File: config.mk
export PLATFORM = sky130hd
export DESIGN_NAME = mc_decode_fsm
export DESIGN_NICKNAME = d
export VERILOG_FILES = /design/src/rtl/mc_decode_fsm.sv
export SDC_FILE = /design/constraint.sdc
export NUM_CORES = 1
export LEC_CHECK = 0
export ABC_AREA = 1
export CORE_MARGIN = 1.5
export CORE_UTILIZATION = 37
export CTS_CLUSTER_SIZE = 10
export DETAILED_ROUTE_END_ITERATION = 8
export GPL_TIMING_DRIVEN = 0
export PLACE_DENSITY = 0.79
export SYNTH_ARGS = -nofsm -noshare
export SYNTH_HDL_FRONTEND = slang
export SYNTH_SLANG_ARGS = --single-unit
File: constraint.sdc
create_clock -name clk -period 1.4 [get_ports clk]
set_input_delay 0.21 -clock clk [delete_from_list [all_inputs] [get_ports clk]]
set_output_delay 0.21 -clock clk [all_outputs]
set_load 0.1 [all_outputs]
File: src/rtl/mc_decode_fsm.sv
// Multicycle instruction decoder: Moore FSM driving the shared datapath and an iterative multiplier.
// Optional `DECODE_ILLEGAL_TRAP_EN sends illegal decodes to a TRAP state with an Illegal output.
module mc_decode_fsm #(
    parameter int unsigned MUL_CYCLES = 4,
    parameter int unsigned CNT_W      = 4
) (
    input  logic        clk,
    input  logic        reset,
    input  logic [1:0]  Op,
    input  logic [5:0]  Funct,
    input  logic [3:0]  Rd,
    input  logic [11:0] Src2,
    output logic        IRWrite,
    output logic        AdrSrc,
    output logic [1:0]  ALUSrcA,
    output logic [1:0]  ALUSrcB,
    output logic [1:0]  ResultSrc,
    output logic [1:0]  ImmSrc,
    output logic [1:0]  RegSrc,
    output logic        NextPC,
    output logic        Branch,
    output logic        RegW,
    output logic        MemW,
    output logic [1:0]  FlagW,
    output logic [3:0]  DPUSControl,
    output logic        Mul,
    output logic        MulStart,
    output logic        AuxSel,
    output logic        PCS,
    output logic        Busy
`ifdef DECODE_ILLEGAL_TRAP_EN
    ,
    output logic        Illegal
`endif
);

    typedef enum logic [3:0] {
        StFetch, StDecode, StMemAdr, StMemRd, StMemWb, StMemWr, StExecR, StExecI,
        StAluWb, StBranch, StMulEx, StMulWbLo, StMulWbHi, StTrap
    } state_e;

    state_e           state_q, state_d;
    logic [CNT_W-1:0] cnt_q, cnt_d;

    logic       is_mul, dp_ok, mul_ok, long_mul, illegal, flag_cv, cnt_last;
    logic [3:0] dp_ctrl, mul_ctrl, dec_ctrl;
    logic       unused_src2;

    assign unused_src2 = ^{Src2[11:8], Src2[3:0]};

    // Instruction decode; fields come straight from the instruction register.
    assign is_mul = (Op == 2'b00) && (Src2[7:4] == 4'b1001);

    always_comb begin
        dp_ok   = 1'b1;
        dp_ctrl = 4'b0000;
        case (Funct[4:1])
            4'b0100: dp_ctrl = 4'b0000;
            4'b0010: dp_ctrl = 4'b0001;
            4'b0000: dp_ctrl = 4'b0010;
            4'b1100: dp_ctrl = 4'b0011;
            4'b1010: dp_ctrl = 4'b1010;
            4'b1011: dp_ctrl = 4'b1000;
            default: dp_ok   = 1'b0;
        endcase
    end

    always_comb begin
        mul_ok   = 1'b1;
        mul_ctrl = 4'b0000;
        case (Funct[3:1])
            3'b000:  mul_ctrl = 4'b0100;
            3'b100:  mul_ctrl = 4'b0101;
            3'b110:  mul_ctrl = 4'b0111;
            3'b101:  mul_ctrl = 4'b1011;
            3'b111:  mul_ctrl = 4'b1001;
            default: mul_ok   = 1'b0;
        endcase
    end

    assign long_mul = (Funct[3:1] == 3'b100) || (Funct[3:1] == 3'b110);
    assign illegal  = (Op == 2'b11) || ((Op == 2'b00) && (is_mul ? !mul_ok : !dp_ok));
    assign dec_ctrl = is_mul ? mul_ctrl : ((Op == 2'b00) ? dp_ctrl : 4'b0000);
    assign flag_cv  = (dp_ctrl == 4'b0000) || (dp_ctrl == 4'b0001) ||
                      (dp_ctrl == 4'b1000) || (dp_ctrl == 4'b1010);
    assign cnt_last = (cnt_q == CNT_W'(MUL_CYCLES - 1));

    // Counter runs only while in MULEX, so it is zero on every entry.
    assign cnt_d = (state_q == StMulEx) ? cnt_q + CNT_W'(1) : '0;

    always_ff @(posedge clk) begin
        if (reset) begin
            state_q <= StFetch;
            cnt_q   <= '0;
        end else begin
            state_q <= state_d;
            cnt_q   <= cnt_d;
        end
    end

    always_comb begin
        state_d = state_q;
        case (state_q)
            StFetch:  state_d = StDecode;
            StDecode: begin
                if (illegal) begin
`ifdef DECODE_ILLEGAL_TRAP_EN
                    state_d = StTrap;
`else
                    state_d = StFetch;
`endif
                end else if (Op == 2'b00) begin
                    state_d = is_mul ? StMulEx : (Funct[5] ? StExecI : StExecR);
                end else if (Op == 2'b01) begin
                    state_d = StMemAdr;
                end else begin
                    state_d = StBranch;
                end
            end
            StMemAdr:  state_d = Funct[0] ? StMemRd : StMemWr;
            StMemRd:   state_d = StMemWb;
            StMemWb:   state_d = StFetch;
            StMemWr:   state_d = StFetch;
            StExecR:   state_d = StAluWb;
            StExecI:   state_d = StAluWb;
            StAluWb:   state_d = StFetch;
            StBranch:  state_d = StFetch;
            StMulEx:   state_d = cnt_last ? StMulWbLo : StMulEx;
            StMulWbLo: state_d = long_mul ? StMulWbHi : StFetch;
            StMulWbHi: state_d = StFetch;
`ifdef DECODE_ILLEGAL_TRAP_EN
            StTrap:    state_d = StTrap;
`endif
            default:   state_d = StFetch;
        endcase
    end

    always_comb begin
        IRWrite     = 1'b0;
        AdrSrc      = 1'b0;
        ALUSrcA     = 2'b00;
        ALUSrcB     = 2'b00;
        ResultSrc   = 2'b00;
        ImmSrc      = 2'b00;
        RegSrc      = 2'b00;
        NextPC      = 1'b0;
        Branch      = 1'b0;
        RegW        = 1'b0;
        MemW        = 1'b0;
        FlagW       = 2'b00;
        DPUSControl = 4'b0000;
        Mul         = 1'b0;
        MulStart    = 1'b0;
        AuxSel      = 1'b0;
        PCS         = 1'b0;
        Busy        = 1'b0;
`ifdef DECODE_ILLEGAL_TRAP_EN
        Illegal     = 1'b0;
`endif
        if (!reset) begin
            // Decoded fields are valid from DECODE until the instruction retires.
            if (state_q != StFetch) begin
                Busy        = 1'b1;
                DPUSControl = dec_ctrl;
                RegSrc      = {Op == 2'b01, Op == 2'b10};
                ImmSrc      = (Op == 2'b11) ? 2'b00 : Op;
            end
            case (state_q)
                StFetch: begin
                    IRWrite   = 1'b1;
                    ALUSrcA   = 2'b01;
                    ALUSrcB   = 2'b10;
                    ResultSrc = 2'b10;
                    NextPC    = 1'b1;
                end
                StDecode: begin
                    ALUSrcA   = 2'b01;
                    ALUSrcB   = 2'b10;
                    ResultSrc = 2'b10;
                end
                StMemAdr: ALUSrcB = 2'b01;
                StMemRd:  AdrSrc  = 1'b1;
                StMemWb: begin
                    ResultSrc = 2'b01;
                    RegW      = 1'b1;
                end
                StMemWr: begin
                    AdrSrc = 1'b1;
                    MemW   = 1'b1;
                end
                StExecR: FlagW = {Funct[0], Funct[0] & flag_cv};
                StExecI: begin
                    FlagW   = {Funct[0], Funct[0] & flag_cv};
                    ALUSrcB = 2'b01;
                end
                StAluWb: RegW = 1'b1;
                StBranch: begin
                    ALUSrcB   = 2'b01;
                    ResultSrc = 2'b10;
                    Branch    = 1'b1;
                end
                StMulEx: begin
                    Mul      = 1'b1;
                    MulStart = (cnt_q == '0);
                    FlagW    = cnt_last ? {Funct[0], 1'b0} : 2'b00;
                end
                StMulWbLo: begin
                    RegW = 1'b1;
                    Mul  = 1'b1;
                end
                StMulWbHi: begin
                    RegW   = 1'b1;
                    Mul    = 1'b1;
                    AuxSel = 1'b1;
                end
`ifdef DECODE_ILLEGAL_TRAP_EN
                StTrap: Illegal = 1'b1;
`endif
                default: ;
            endcase
            PCS = (RegW && (Rd == 4'b1111)) || Branch;
        end
    end

endmodule

==> results of run 1 <==
## stage by stage
step / cell area (um2) / worst slack (ns) / setup TNS (ns)
after CTS: 2160 / -0.399 / -6.27
after detailed placement: 1550 / -1.48 / -33.71
after global placement: 1550 / -1.48 / -33.29
after floorplan: 1090 / -1.30 / -12.51
## cell families after synthesis
group	count (synthesis)	synth area share
compound gates	23	0.172
xor+xnor	2	0.0196
fa+ha+maj	2	0.0280
buf+inv	30	0.144
flops	8	0.179
other cells	1	0.00419
simple gates	81	0.453
## Yosys cell counts (all sizes together)
cell	n	area share
a21boi	1	0.013
a21oi	11	0.087
a22oi	1	0.0084
a31oi	2	0.014
and3	2	0.014
buf	5	0.039
conb	1	0.0042
dfxtp	8	0.18
ha	2	0.028
inv	25	0.10
nand2	29	0.14
nand3	10	0.062
nand4	2	0.014
nor2	30	0.16
nor3	6	0.056
nor3b	1	0.0084
nor4	1	0.0070
o21ai	5	0.028
o22ai	2	0.014
o31ai	1	0.0084
xnor2	1	0.0098
xor2	1	0.0098
## repair_timing
item | in CTS
buffers inserted | 25
pin swaps | 19
setup endpoints to repair | 30
gates resized for setup | 287
==> summary.txt, run 1 <==
Synth
  • Post-synthesis sequential area ratio: 0.179
  • Syn Inst Count: 147
  • Syn Area/Cell: 6.09 um2
  • Synth Cell Area: 895 um2
  • #FFs+latches synth: 8
  • Post-synthesis cell type count: 32
  • Ys Warns: 0
  • Synth Net Count: 175

Global routing
  • Largest net degree at the start of global routing: 11

Floorplanning
  • FP Rows: 17
  • Initial Util: 0.397
  • Die width: 52.2 um
  • IO Pins: 53
  • DIE HEIGHT: 52.2 um

Placement
  • Placed instance count: 218
  • Placer Congestion: 0.888
  • Port bufs: 43
  • DP HPWL: 2160 um

CTS
  • Hold Buf Count CTS: 0
  • Clock Root Buffer: clkbuf_4
  • Clock Path Buffers: 2
  • CTS sink cnt: 8
  • Total CTS buffers: 3
  • H-tree Lvls: 1

Status
  • Status: stopped before the end
  • Stopped at: 5_1_grt
  • First Err: [ERROR DPL-0038] Utilization greater than 100%, impossible to legalize

Timing
  • Worst End Pin Type: top-level output
  • Worst-path endpoint after global-route repair_timing: DPUSControl[1]
==> run 2: changes to the inputs <==
--- a/config.mk
+++ b/config.mk
@@ -6,12 +6,11 @@
 export NUM_CORES = 1
 export LEC_CHECK = 0
 export ABC_AREA = 1
-export CORE_MARGIN = 1.5
-export CORE_UTILIZATION = 37
-export CTS_CLUSTER_SIZE = 10
+export CORE_AREA = 2 2 63 65
 export DETAILED_ROUTE_END_ITERATION = 8
+export DIE_AREA = 0 0 65 67
 export GPL_TIMING_DRIVEN = 0
-export PLACE_DENSITY = 0.79
+export PLACE_DENSITY_LB_ADDON = 0.15
 export SYNTH_ARGS = -nofsm -noshare
 export SYNTH_HDL_FRONTEND = slang
 export SYNTH_SLANG_ARGS = --single-unit
==> summary.txt, run 2 <==
Status
  • Status: finished, violations left (was stopped before the end)
  • Failing checks: setup timing

Worst setup path
  • Reg2reg start: state_q[2]
  • Crit-path max FO: 4
  • CP peak stage delay: 0.38 ns
  • FF-to-FF End: state_q[0]
  • CP bufs+invs: 5
  • R2R depth: 6
  • Kind of start point of the critical path: register
  • R2R Setup Slk: 0.13 ns
  • Critical path class: register to primary output
  • Crit-path slowest cell: dfxtp_4
  • CP Capture Type: primary output
  • Crit path arrival time: 1.62 ns
  • CP required: 1.19 ns
  • Cell Chain, Critical Path: inv_6 > nand2_4 > inv_4 > a21oi_4 > buf_4 > buf_6 > and3_2 > buf_12
  • Crit path max-delay family: buffers and inverters

Layout
  • Most frequent cells in the layout: buf_4 (28), buf_12 (26), nor2_4 (18)
  • Diodes inserted: 0
  • Share of cells above drive strength 1: 0.646
  • Leading registers by flop count: cnt_q (4), state_q (4)
  • Final instance area: 0.00233 mm2
  • Most common cell after layout, fill and taps aside: buf_4
  • Syn-to-layout area delta: 161%
  • Fin cells: 274
  • Nets: 256

CTS
  • Clock Path Buffers: 2 (unchanged)
  • Worst-skew pair later-pin latency: 0.23 ns
  • Hold Buf Count CTS: 0 (unchanged)
  • CTS sink cnt: 8 (unchanged)
  • Register clock-pin slew on the reported worst setup and hold paths: 0.04 ns
  • Clock Root Buffer: clkbuf_8 (was clkbuf_4)
  • Total CTS buffers: 3 (unchanged)
  • H-tree Lvls: 1 (unchanged)
  • CTS tree: built

Synth
  • Syn Area/Cell: 6.09 um2 (unchanged)
  • Dominant cell type by area after synthesis: dfxtp_1 (unchanged)
  • Async SR Flop Fraction: 0 (unchanged)
  • Largest family of logic cells by synthesized area: simple AND/OR/NAND/NOR gates (unchanged)
  • Commonest cells post-synth: nand2_1 (24), nor2_1 (23), inv_1 (18), nand3_1 (9), dfxtp_1 (8) (unchanged)
  • #FFs+latches synth: 8 (unchanged)
  • Synth Area in XOR/XNOR: 0.0196 (unchanged)
  • Synth Cell Area: 895 um2 (unchanged)
  • Synth Net Count: 175 (unchanged)
  • Top-count cell post-synth: nand2_1 (unchanged)
  • Ys Warns: 0 (unchanged)
  • Top cells by area, synth: dfxtp_1 (18%), nand2_1 (10%), nor2_1 (9.7%) (unchanged)
  • Post-synthesis sequential area ratio: 0.179 (unchanged)
  • Compound-Gate Fraction of Synth Area: 0.172 (unchanged)
  • Post-Synth Simple-Gate Area: 0.453 (unchanged)
  • Syn Inst Count: 147 (unchanged)
  • EDFF count, synth: 0 (unchanged)
  • Synth Area in Adders: 0.0280 (unchanged)
  • Top FF cell, synth: dfxtp_1 (unchanged)
  • Mux contribution to synthesized area: 0 (unchanged)
  • Synth top area share: 0.179 (unchanged)
  • Post-synthesis cell type count: 32 (unchanged)

Global routing
  • GRT Residual Overflow: 0
  • Initial antenna violation count: 0
  • Largest net degree at the start of global routing: 11
  • Vias in the first global route: 1307
  • Tot GR Track Use: 0.171
  • Global-route wire length before repair: 5910 um

Drt
  • Met1 WL: 1380 um
  • Met2 wire length: 2170 um
  • DR pass1 iterations: 4
  • Via/cell ratio: 4.73
  • Routed Wire Length: 3760 um
  • WL met3: 141 um
  • Final ANT Viol Nets: 0
  • DRC: 0
  • Wire per inst: 13.7 um
  • DR iter-0 viols: 31
  • Via count: 1296
  • Top Metal Used: met4

Placement
  • Placer Congestion: 0.788 (was 0.888)
  • Placed instance count: 238 (was 218)
  • Post-DP Area: 0.00158 mm2 (was 0.00155 mm2)
  • Port bufs: 43 (unchanged)
  • DP HPWL: 2370 um (was 2160 um)

Power
  • Pwr dens: 599 mW/mm2
  • LEAKAGE: 0.000990 uW
  • Final Power: 1400 uW
  • Peak supply drop: 0.000288 V

Floorplanning
  • DIE HEIGHT: 67 um (was 52.2 um)
  • DIE AREA: 0.00436 mm2
  • Die width: 65 um (was 52.2 um)
  • FP Rows: 22 (was 17)
  • IO Pins: 53 (unchanged)
  • Initial Util: 0.248 (was 0.397)
  • Placeable Area: 0.00361 mm2

Timing
  • Final worst path period need: 1.83 ns
  • Setup WS post-layout: -0.426 ns
  • Final Hold Fails: 0
  • Max Fclk: 0.548 GHz
  • RSZ-0062 raised after global routing: yes
  • Setup Skew: 0.00158 ns
  • Tcrit/Tclk final: 1.30
  • Final setup fails: 26
  • Slew Limit Fails: 0

Flow run
  • Max-Cap Viols: 0

Hold path
  • Worst Hold Depth: 1
  • Hold EP: cnt_q[0]
  • Worst Hold Class: register to register
  • HP Start: cnt_q[0]
[run 2: cell counts after synthesis]
Identical to the previous run, type by type.
[run 2: area by class of cell]
class,count,area [um2]
Buffer,4,53.8
Tap cell,48,60.1
Clock buffer,3,41.3
Fill cell,300,1270
Inverter,25,114
Timing Repair Buffer,77,957
Sequential cell,8,175
Multi-Input combinational cell,109,933
[run 2: cells by family (layout without fill, tap and decap cells)]
logic type / count (synthesis) / count (layout)
xor gates and xnor gates: 2 / 2
other: 1 / 1
AOI/OAI and AO/OA: 23 / 23
adders and majority gates: 2 / 2
DFF: 8 / 8
and+or+nand+nor: 81 / 81
buffers and inverters: 30 / 109
[run 2: worst register-to-register path, cell delays in order, from the launching register on]
cell and delay (ns):
dfxtp_4 0.37, nor2_4 0.20, buf_4 0.17, nand3_2 0.09
nor2_4 0.14, nand3_1 0.11, a21oi_2 0.12
[run 2: how the worst max path moves through the flow]
stage,cells after the start,from,to,slack [ns]
2_1_floorplan,8,state_q[0],RegSrc[0],-1.30
3_3_place_gp,7,Op[0],DPUSControl[3],-1.49
3_5_place_dp,7,Op[0],DPUSControl[3],-1.52
4_1_cts,9,state_q[0],RegSrc[0],-0.42
5_1_grt,8,state_q[1],ImmSrc[0],-0.48
6_report,8,state_q[1],RegSrc[1],-0.43
[run 2: where the power goes]
part | switching [uW] | internal, uW | total, uW
combinational | 523 | 355 | 878
sequential | 14.6 | 235 | 250
clock | 85.8 | 186 | 272
total | 624 | 776 | 1400
[run 2: stage by stage]
stage          setup slack, ns  hold slack (ns)  setup TNS [ns]  utilization
2_1_floorplan            -1.30            0.415          -12.51            -
3_3_place_gp             -1.49            0.442          -34.34        0.438
3_5_place_dp             -1.52            0.447          -35.04        0.438
4_1_cts                 -0.420            0.469           -7.01        0.591
5_1_grt                 -0.477            0.453           -8.73        0.647
6_report                -0.426            0.422           -7.42        0.647
[run 2: metal layers]
metal	global-route usage	vias up
met2	0.343	33
met5	0	-
li1	-	625
met4	0.0399	0
met1	0.187	630
met3	0.0220	8
[run 2: timing repair]
action,CTS,global route
resized for setup,271,35
buffers inserted,20,14
hold endpoints to repair,0,0
setup endpoints to repair,30,30
pin swaps,18,21
Note: power is estimated with default switching activity, not from simulation.
